File: src/rtl/bf_uart_bridge.sv
`default_nettype none
// -----------------------------------------------------------------------------
// bf_uart_bridge: BF core stdout/stdin <-> 8N1 UART pins through TX/RX FIFOs
// Rev 1.0
// -----------------------------------------------------------------------------

module bf_uart_fifo #(
  parameter int DEPTH_LOG2 = 4
) (
  input  logic                clk,
  input  logic                rstn,
  input  logic                push,
  input  logic [7:0]          push_data,
  input  logic                pop,
  output logic [7:0]          head,
  output logic [DEPTH_LOG2:0] level,
  output logic                full,
  output logic                empty
);
  localparam logic [DEPTH_LOG2:0] DEPTH = {1'b1, {DEPTH_LOG2{1'b0}}};
  localparam logic [DEPTH_LOG2:0] ONE   = {{DEPTH_LOG2{1'b0}}, 1'b1};

  logic [7:0]          mem [2**DEPTH_LOG2];
  logic [DEPTH_LOG2:0] wr_ptr_q, wr_ptr_d;
  logic [DEPTH_LOG2:0] rd_ptr_q, rd_ptr_d;
  logic                do_push, do_pop;

  // Pointers carry one extra wrap bit so full and empty are distinguishable.
  always_comb begin
    level    = wr_ptr_q - rd_ptr_q;
    full     = (level == DEPTH);
    empty    = (level == '0);
    do_push  = push && !full;
    do_pop   = pop && !empty;
    wr_ptr_d = do_push ? wr_ptr_q + ONE : wr_ptr_q;
    rd_ptr_d = do_pop  ? rd_ptr_q + ONE : rd_ptr_q;
    head     = mem[rd_ptr_q[DEPTH_LOG2-1:0]];
  end

  always_ff @(posedge clk or negedge rstn) begin
    if (!rstn) begin
      wr_ptr_q <= '0;
      rd_ptr_q <= '0;
    end else begin
      wr_ptr_q <= wr_ptr_d;
      rd_ptr_q <= rd_ptr_d;
    end
  end

  always_ff @(posedge clk) begin
    if (do_push) begin
      mem[wr_ptr_q[DEPTH_LOG2-1:0]] <= push_data;
    end
  end
endmodule

module bf_uart_bridge #(
  parameter int CLK_DIV       = 104,
  parameter int TX_DEPTH_LOG2 = 4,
  parameter int RX_DEPTH_LOG2 = 4
) (
  input  logic                   clk,
  input  logic                   rstn,
  input  logic [7:0]             stdout_data,
  input  logic                   stdout_valid,
  output logic                   stdout_ready,
  output logic [7:0]             stdin_data,
  output logic                   stdin_valid,
  input  logic                   stdin_ready,
  output logic [TX_DEPTH_LOG2:0] tx_level,
  output logic [RX_DEPTH_LOG2:0] rx_level,
  output logic                   rx_frame_err,
  output logic                   rx_overrun,
  output logic                   uart_tx_pin,
  input  logic                   uart_rx_pin
);
  localparam int            CW        = $clog2(CLK_DIV);
  localparam logic [CW-1:0] BIT_LAST  = CW'(CLK_DIV - 1);
  localparam logic [CW-1:0] HALF_LAST = CW'(CLK_DIV / 2 - 1);

  typedef enum logic [1:0] {
    TX_IDLE = 2'd0, TX_START = 2'd1, TX_DATA = 2'd2, TX_STOP = 2'd3
  } tx_state_t;
  typedef enum logic [1:0] {
    RX_IDLE = 2'd0, RX_START = 2'd1, RX_DATA = 2'd2, RX_STOP = 2'd3
  } rx_state_t;

  tx_state_t     tx_state_q, tx_state_d;
  logic [CW-1:0] tx_cnt_q, tx_cnt_d;
  logic [2:0]    tx_bit_q, tx_bit_d;
  logic [7:0]    tx_shift_q, tx_shift_d;
  logic          tx_pin_q, tx_pin_d;
  logic          tx_pop, tx_full, tx_empty, tx_bit_end;
  logic [7:0]    tx_head;

  rx_state_t     rx_state_q, rx_state_d;
  logic [CW-1:0] rx_cnt_q, rx_cnt_d;
  logic [2:0]    rx_bit_q, rx_bit_d;
  logic [7:0]    rx_shift_q, rx_shift_d;
  logic          sync1_q, sync2_q, rx_prev_q;
  logic          rx_frame_err_q, rx_frame_err_d;
  logic          rx_overrun_q, rx_overrun_d;
  logic          rx_push, rx_full, rx_empty, rx_bit_end;
  logic [7:0]    rx_head;

  bf_uart_fifo #(.DEPTH_LOG2(TX_DEPTH_LOG2)) u_tx_fifo (
    .clk       (clk),
    .rstn      (rstn),
    .push      (stdout_valid),
    .push_data (stdout_data),
    .pop       (tx_pop),
    .head      (tx_head),
    .level     (tx_level),
    .full      (tx_full),
    .empty     (tx_empty)
  );

  bf_uart_fifo #(.DEPTH_LOG2(RX_DEPTH_LOG2)) u_rx_fifo (
    .clk       (clk),
    .rstn      (rstn),
    .push      (rx_push),
    .push_data (rx_shift_q),
    .pop       (stdin_ready),
    .head      (rx_head),
    .level     (rx_level),
    .full      (rx_full),
    .empty     (rx_empty)
  );

  assign stdout_ready = !tx_full;
  assign stdin_valid  = !rx_empty;
  assign stdin_data   = rx_empty ? 8'h00 : rx_head;
  assign uart_tx_pin  = tx_pin_q;
  assign rx_frame_err = rx_frame_err_q;
  assign rx_overrun   = rx_overrun_q;

  // The pin is registered from the current state, so it trails the FSM by one
  // cycle: push at edge N, pop at N+1, start bit on the pin from N+2.
  always_comb begin
    tx_state_d = tx_state_q;
    tx_cnt_d   = tx_cnt_q;
    tx_bit_d   = tx_bit_q;
    tx_shift_d = tx_shift_q;
    tx_pop     = 1'b0;
    tx_bit_end = (tx_cnt_q == BIT_LAST);
    tx_pin_d   = 1'b1;
    case (tx_state_q)
      TX_IDLE: begin
        if (!tx_empty) begin
          tx_pop     = 1'b1;
          tx_shift_d = tx_head;
          tx_cnt_d   = '0;
          tx_state_d = TX_START;
        end
      end
      TX_START: begin
        tx_pin_d = 1'b0;
        tx_cnt_d = tx_bit_end ? '0 : tx_cnt_q + 1'b1;
        if (tx_bit_end) begin
          tx_bit_d   = '0;
          tx_state_d = TX_DATA;
        end
      end
      TX_DATA: begin
        tx_pin_d = tx_shift_q[0];
        tx_cnt_d = tx_bit_end ? '0 : tx_cnt_q + 1'b1;
        if (tx_bit_end) begin
          tx_shift_d = {1'b0, tx_shift_q[7:1]};
          tx_bit_d   = tx_bit_q + 1'b1;
          if (tx_bit_q == 3'd7) begin
            tx_state_d = TX_STOP;
          end
        end
      end
      TX_STOP: begin
        tx_cnt_d = tx_bit_end ? '0 : tx_cnt_q + 1'b1;
        if (tx_bit_end) begin
          if (!tx_empty) begin
            tx_pop     = 1'b1;
            tx_shift_d = tx_head;
            tx_state_d = TX_START;
          end else begin
            tx_state_d = TX_IDLE;
          end
        end
      end
      default: tx_state_d = TX_IDLE;
    endcase
  end

  always_ff @(posedge clk or negedge rstn) begin
    if (!rstn) begin
      tx_state_q <= TX_IDLE;
      tx_cnt_q   <= '0;
      tx_bit_q   <= '0;
      tx_shift_q <= '0;
      tx_pin_q   <= 1'b1;
    end else begin
      tx_state_q <= tx_state_d;
      tx_cnt_q   <= tx_cnt_d;
      tx_bit_q   <= tx_bit_d;
      tx_shift_q <= tx_shift_d;
      tx_pin_q   <= tx_pin_d;
    end
  end

  // Receiver works on sync2_q only; rx_prev_q gives the falling-edge detect.
  always_comb begin
    rx_state_d     = rx_state_q;
    rx_cnt_d       = rx_cnt_q;
    rx_bit_d       = rx_bit_q;
    rx_shift_d     = rx_shift_q;
    rx_push        = 1'b0;
    rx_frame_err_d = 1'b0;
    rx_overrun_d   = 1'b0;
    rx_bit_end     = (rx_cnt_q == BIT_LAST);
    case (rx_state_q)
      RX_IDLE: begin
        if (rx_prev_q && !sync2_q) begin
          rx_cnt_d   = '0;
          rx_state_d = RX_START;
        end
      end
      RX_START: begin
        if (rx_cnt_q == HALF_LAST) begin
          rx_cnt_d   = '0;
          rx_bit_d   = '0;
          rx_state_d = sync2_q ? RX_IDLE : RX_DATA;
        end else begin
          rx_cnt_d = rx_cnt_q + 1'b1;
        end
      end
      RX_DATA: begin
        rx_cnt_d = rx_bit_end ? '0 : rx_cnt_q + 1'b1;
        if (rx_bit_end) begin
          rx_shift_d = {sync2_q, rx_shift_q[7:1]};
          rx_bit_d   = rx_bit_q + 1'b1;
          if (rx_bit_q == 3'd7) begin
            rx_state_d = RX_STOP;
          end
        end
      end
      RX_STOP: begin
        rx_cnt_d = rx_bit_end ? '0 : rx_cnt_q + 1'b1;
        if (rx_bit_end) begin
          rx_state_d = RX_IDLE;
          if (!sync2_q) begin
            rx_frame_err_d = 1'b1;
          end else if (rx_full) begin
            rx_overrun_d = 1'b1;
          end else begin
            rx_push = 1'b1;
          end
        end
      end
      default: rx_state_d = RX_IDLE;
    endcase
  end

  always_ff @(posedge clk or negedge rstn) begin
    if (!rstn) begin
      sync1_q        <= 1'b1;
      sync2_q        <= 1'b1;
      rx_prev_q      <= 1'b1;
      rx_state_q     <= RX_IDLE;
      rx_cnt_q       <= '0;
      rx_bit_q       <= '0;
      rx_shift_q     <= '0;
      rx_frame_err_q <= 1'b0;
      rx_overrun_q   <= 1'b0;
    end else begin
      sync1_q        <= uart_rx_pin;
      sync2_q        <= sync1_q;
      rx_prev_q      <= sync2_q;
      rx_state_q     <= rx_state_d;
      rx_cnt_q       <= rx_cnt_d;
      rx_bit_q       <= rx_bit_d;
      rx_shift_q     <= rx_shift_d;
      rx_frame_err_q <= rx_frame_err_d;
      rx_overrun_q   <= rx_overrun_d;
    end
  end
endmodule
`default_nettype wire

File: config.mk
export PLATFORM = sky130hd
export DESIGN_NAME = bf_uart_bridge
export DESIGN_NICKNAME = d
export VERILOG_FILES = /design/src/rtl/bf_uart_bridge.sv
export SDC_FILE = /design/constraint.sdc
export NUM_CORES = 1
export LEC_CHECK = 0
export ABC_AREA = 1
export CAP_MARGIN = 20
export CORE_MARGIN = 3
export CORE_UTILIZATION = 50
export DETAILED_ROUTE_END_ITERATION = 16
export PLACE_DENSITY = 0.67
export SYNTH_ARGS = -nofsm -noshare
export SYNTH_HDL_FRONTEND = slang
export SYNTH_SLANG_ARGS = --single-unit
export TNS_END_PERCENT = 20
File: constraint.sdc
create_clock -name clk -period 6.6 [get_ports clk]
set_clock_uncertainty 0.1 [all_clocks]
set_input_delay 1.65 -clock clk [delete_from_list [all_inputs] [get_ports clk]]
set_output_delay 1.65 -clock clk [all_outputs]
set_load 0.1 [all_outputs]
==> results_dict.tcl <==
set metrics [dict create \
    hp-class "reg -> reg" \
    post_cts_resized 0 \
    worstHoldStart "sync1_q" \
    syn_avg_cell_area_sq_um 10.3 \
    fillers 2377 \
    slew_violations 0 \
    pin_count 36 \
    p_leak_uw 0.00679 \
    die_y_um 176 \
    cts_buffers 35 \
    cts_root_buf "clkbuf_16" \
    ant_nets 0 \
    cp_data_required_time_ns 4.85 \
    cts.clk_slew.worst_paths_ns 0.06 \
    maxCapViolCount 0 \
    antenna_found_initial 0 \
    start_util_pct 51.3 \
    cts_hold_buf 0 \
    layout_commonest_cell "nand2_1" \
    yosysUniqueCellTypes 41 \
    post_cts_buffers 0 \
    place_congestion 0.826 \
    grt_pass1_wl_um 50700 \
    worst-path-max-fanout 13 \
    core-area_sq_um 28100 \
    final_layout_size_suffix_gt1_share_pct 7.77 \
    vias_per_cell 5.33 \
    drc 0 \
    pwr-share-seq_pct 37.3 \
    rsz0062_at_grt "no" \
    finalCriticalPeriod_ns 5.18 \
    synthFlopType "edfxtp_1" \
    clock-sinks 322 \
    place_ws_ns 1.99 \
    final_cell_mix "412 x nand2_1, 256 x edfxtp_1, 133 x inv_1" \
    post-route-period-util_pct 78.5 \
    diodes 0 \
    seqCellArea_sq_um 9350 \
    die_w_um 176 \
    first_global_vias 9361 \
    drt_iter0_markers 1123 \
    clock_path_buffers 3 \
    status "complete, no violations" \
    drt-total-wl_um 31800 \
    p_int_uw 3980 \
    r2r-start "u_tx_fifo.rd_ptr_q[1]" \
    synth_seq_cells 322 \
    grt_max_degree 65 \
    die_area_sq_um 30900 \
    setup_tns_ns 0 \
    hpwl_um 19900 \
    async_flop_share_pct 20.5 \
    port_buffers 35 \
    combPwrFrac_pct 33.6 \
    synth_nets 1447 \
    fmax_ghz 0.193 \
    cts_tree "done" \
    ys_warn_count 0 \
    worst_pin_slew_ns 1.06 \
    synthCells 1402 \
    grt_use_total_pct 20.8 \
    setup_viol 0 \
    start_kind "flop" \
    multi_input_area_sq_um 4280 \
    clkPwrFrac_pct 29.1 \
    p_switching_uw 2560 \
    area_growth_syn_to_layout_pct 12.7 \
    powerDensity_nw_per_um2 403 \
    dr_total_vias 9833 \
    cp-end-kind "primary output" \
    hold_viol 0 \
    switching_share_pct 39.1 \
    num_rows 61 \
    dr.pass1.iters 5 \
    synth_edf_count 256 \
    syn_area_sq_um 14400 \
    crit_start "u_rx_fifo.rd_ptr_q[2]" \
    fin_nets 1488 \
    worstSkewPairLatency_ns 0.52 \
    overflow 0 \
    worstSetupPathType "reg -> out" \
    cts.htree.levels 2 \
    vdd_drop_max_uv 597 \
    setup_ws_ns 1.42 \
    arrival_ns 3.43 \
    ys_seq_area_share_pct 64.9 \
    slew_headroom_pct 28.7 \
    wl_per_cell_um 17.2 \
]
[worst max-delay path, cell delays in order, from the launching register on]
cell and delay, ns:
dfrtp_1 0.56, clkinv_1 0.34, ha_1 0.47, nand3_1 0.13
nand2_1 0.11, nand2_1 0.05, nand2_1 0.11, clkdlybuf4s50_1 1.14
[metal layers]
| metal | share of wire (%) | wire (um) | GRT usage [%] | vias to the layer above |
|---|---|---|---|---|
| met5 | 0 | 0 | 0 | - |
| met4 | 2.0 | 639 | 5.01 | 0 |
| met3 | 5.2 | 1660 | 3.22 | 61 |
| met2 | 49 | 15500 | 34.4 | 294 |
| met1 | 44 | 14100 | 29.2 | 4709 |
| li1 | - | - | - | 4769 |
[Yosys cell counts (4+ instances only)]
| library cell | instances | area, sq um |
|---|---|---|
| nand2_1 | 412 | 1550 |
| edfxtp_1 | 256 | 7690 |
| inv_1 | 135 | 507 |
| nor2_1 | 116 | 435 |
| nand3_1 | 115 | 576 |
| a21oi_1 | 66 | 330 |
| dfrtp_1 | 62 | 1550 |
| o21ai_0 | 51 | 255 |
| buf_2 | 34 | 170 |
| ha_1 | 30 | 375 |
| a22oi_1 | 16 | 120 |
| clkbuf_1 | 16 | 60.1 |
| nor3_1 | 16 | 80.1 |
| xor2_1 | 14 | 123 |
| a22o_1 | 6 | 52.6 |
| clkinv_1 | 5 | 18.8 |
| nand2_4 | 5 | 56.3 |
| nand4_1 | 5 | 31.3 |
| o22ai_1 | 5 | 31.3 |
| dfstp_2 | 4 | 105 |
| xnor2_1 | 4 | 35.0 |
[stage by stage]
stage	util, %	instances	power (uW)	cell area, sq um	hold slack, ns
floorplan	-	1402	4150	14400	0.245
global route	57.8	1846	6860	16200	0.266
detailed placement	53.7	1782	4660	15100	0.247
global placement	53.6	1777	4620	15100	0.247
CTS	57.7	1844	6580	16200	0.264
finish	57.8	1846	6540	16200	0.265
[layout make-up]
type / count / share of cell area (%)
clock inverter: 20 / 1.22
timing repair buffer: 56 / 2.84
tap: 378 / 2.91
inverter: 144 / 3.34
sequential: 322 / 57.6
clock buffer: 42 / 5.74
multi-input combinational: 884 / 26.4
[registers in the layout (all words and copies together), names as in the netlist, named ones only]
name and cells:
u_rx_fifo.mem 128, u_tx_fifo.mem 128, rx_shift_q 8, tx_shift_q 8, rx_cnt_q 7, tx_cnt_q 7, u_rx_fifo.rd_ptr_q 5, u_rx_fifo.wr_ptr_q 5
u_tx_fifo.rd_ptr_q 5, u_tx_fifo.wr_ptr_q 5, rx_bit_q 3, tx_bit_q 3, tx_state_q 2, rx_frame_err 1, rx_overrun 1, rx_prev_q 1
rx_state_q 1, sync1_q 1, sync2_q 1, uart_tx_pin 1
[cell families (layout without fill, tap and decap cells)]
logic type	count (synthesis)	after routing	synth area share, %
compound gates	148	148	5.67
xor+xnor	18	18	1.09
fa+ha+maj	32	32	2.88
buf+inv	196	262	5.44
flops	322	322	64.9
mux	2	2	0.148
simple gates	684	684	19.9
[power groups by stage]
| stage | Sequential [uW] | Combinational [uW] | Clock [uW] |
|---|---|---|---|
| finish | 2440 | 2200 | 1900 |
| CTS | 2440 | 2190 | 1950 |
| global route | 2460 | 2370 | 2030 |
| detailed placement | 2480 | 2180 | 0 |
| floorplan | 2430 | 1720 | 0 |
| global placement | 2470 | 2160 | 0 |
[path summary, 6_finish.rpt]
kind / to / slack [ns] / depth (start not counted)
max: rx_level[4] / 1.42 / 7
min: sync2_q / 0.27 / 0
max reg2reg: u_tx_fifo.mem[6][7] / 2.57 / 11
min reg2reg: sync2_q / 0.27 / 0
max in group asynchronous: u_tx_fifo.rd_ptr_q[0] / 4.41 / 2
min in group asynchronous: u_rx_fifo.rd_ptr_q[0] / 0.94 / 1
(Power assumes the default switching activity.)
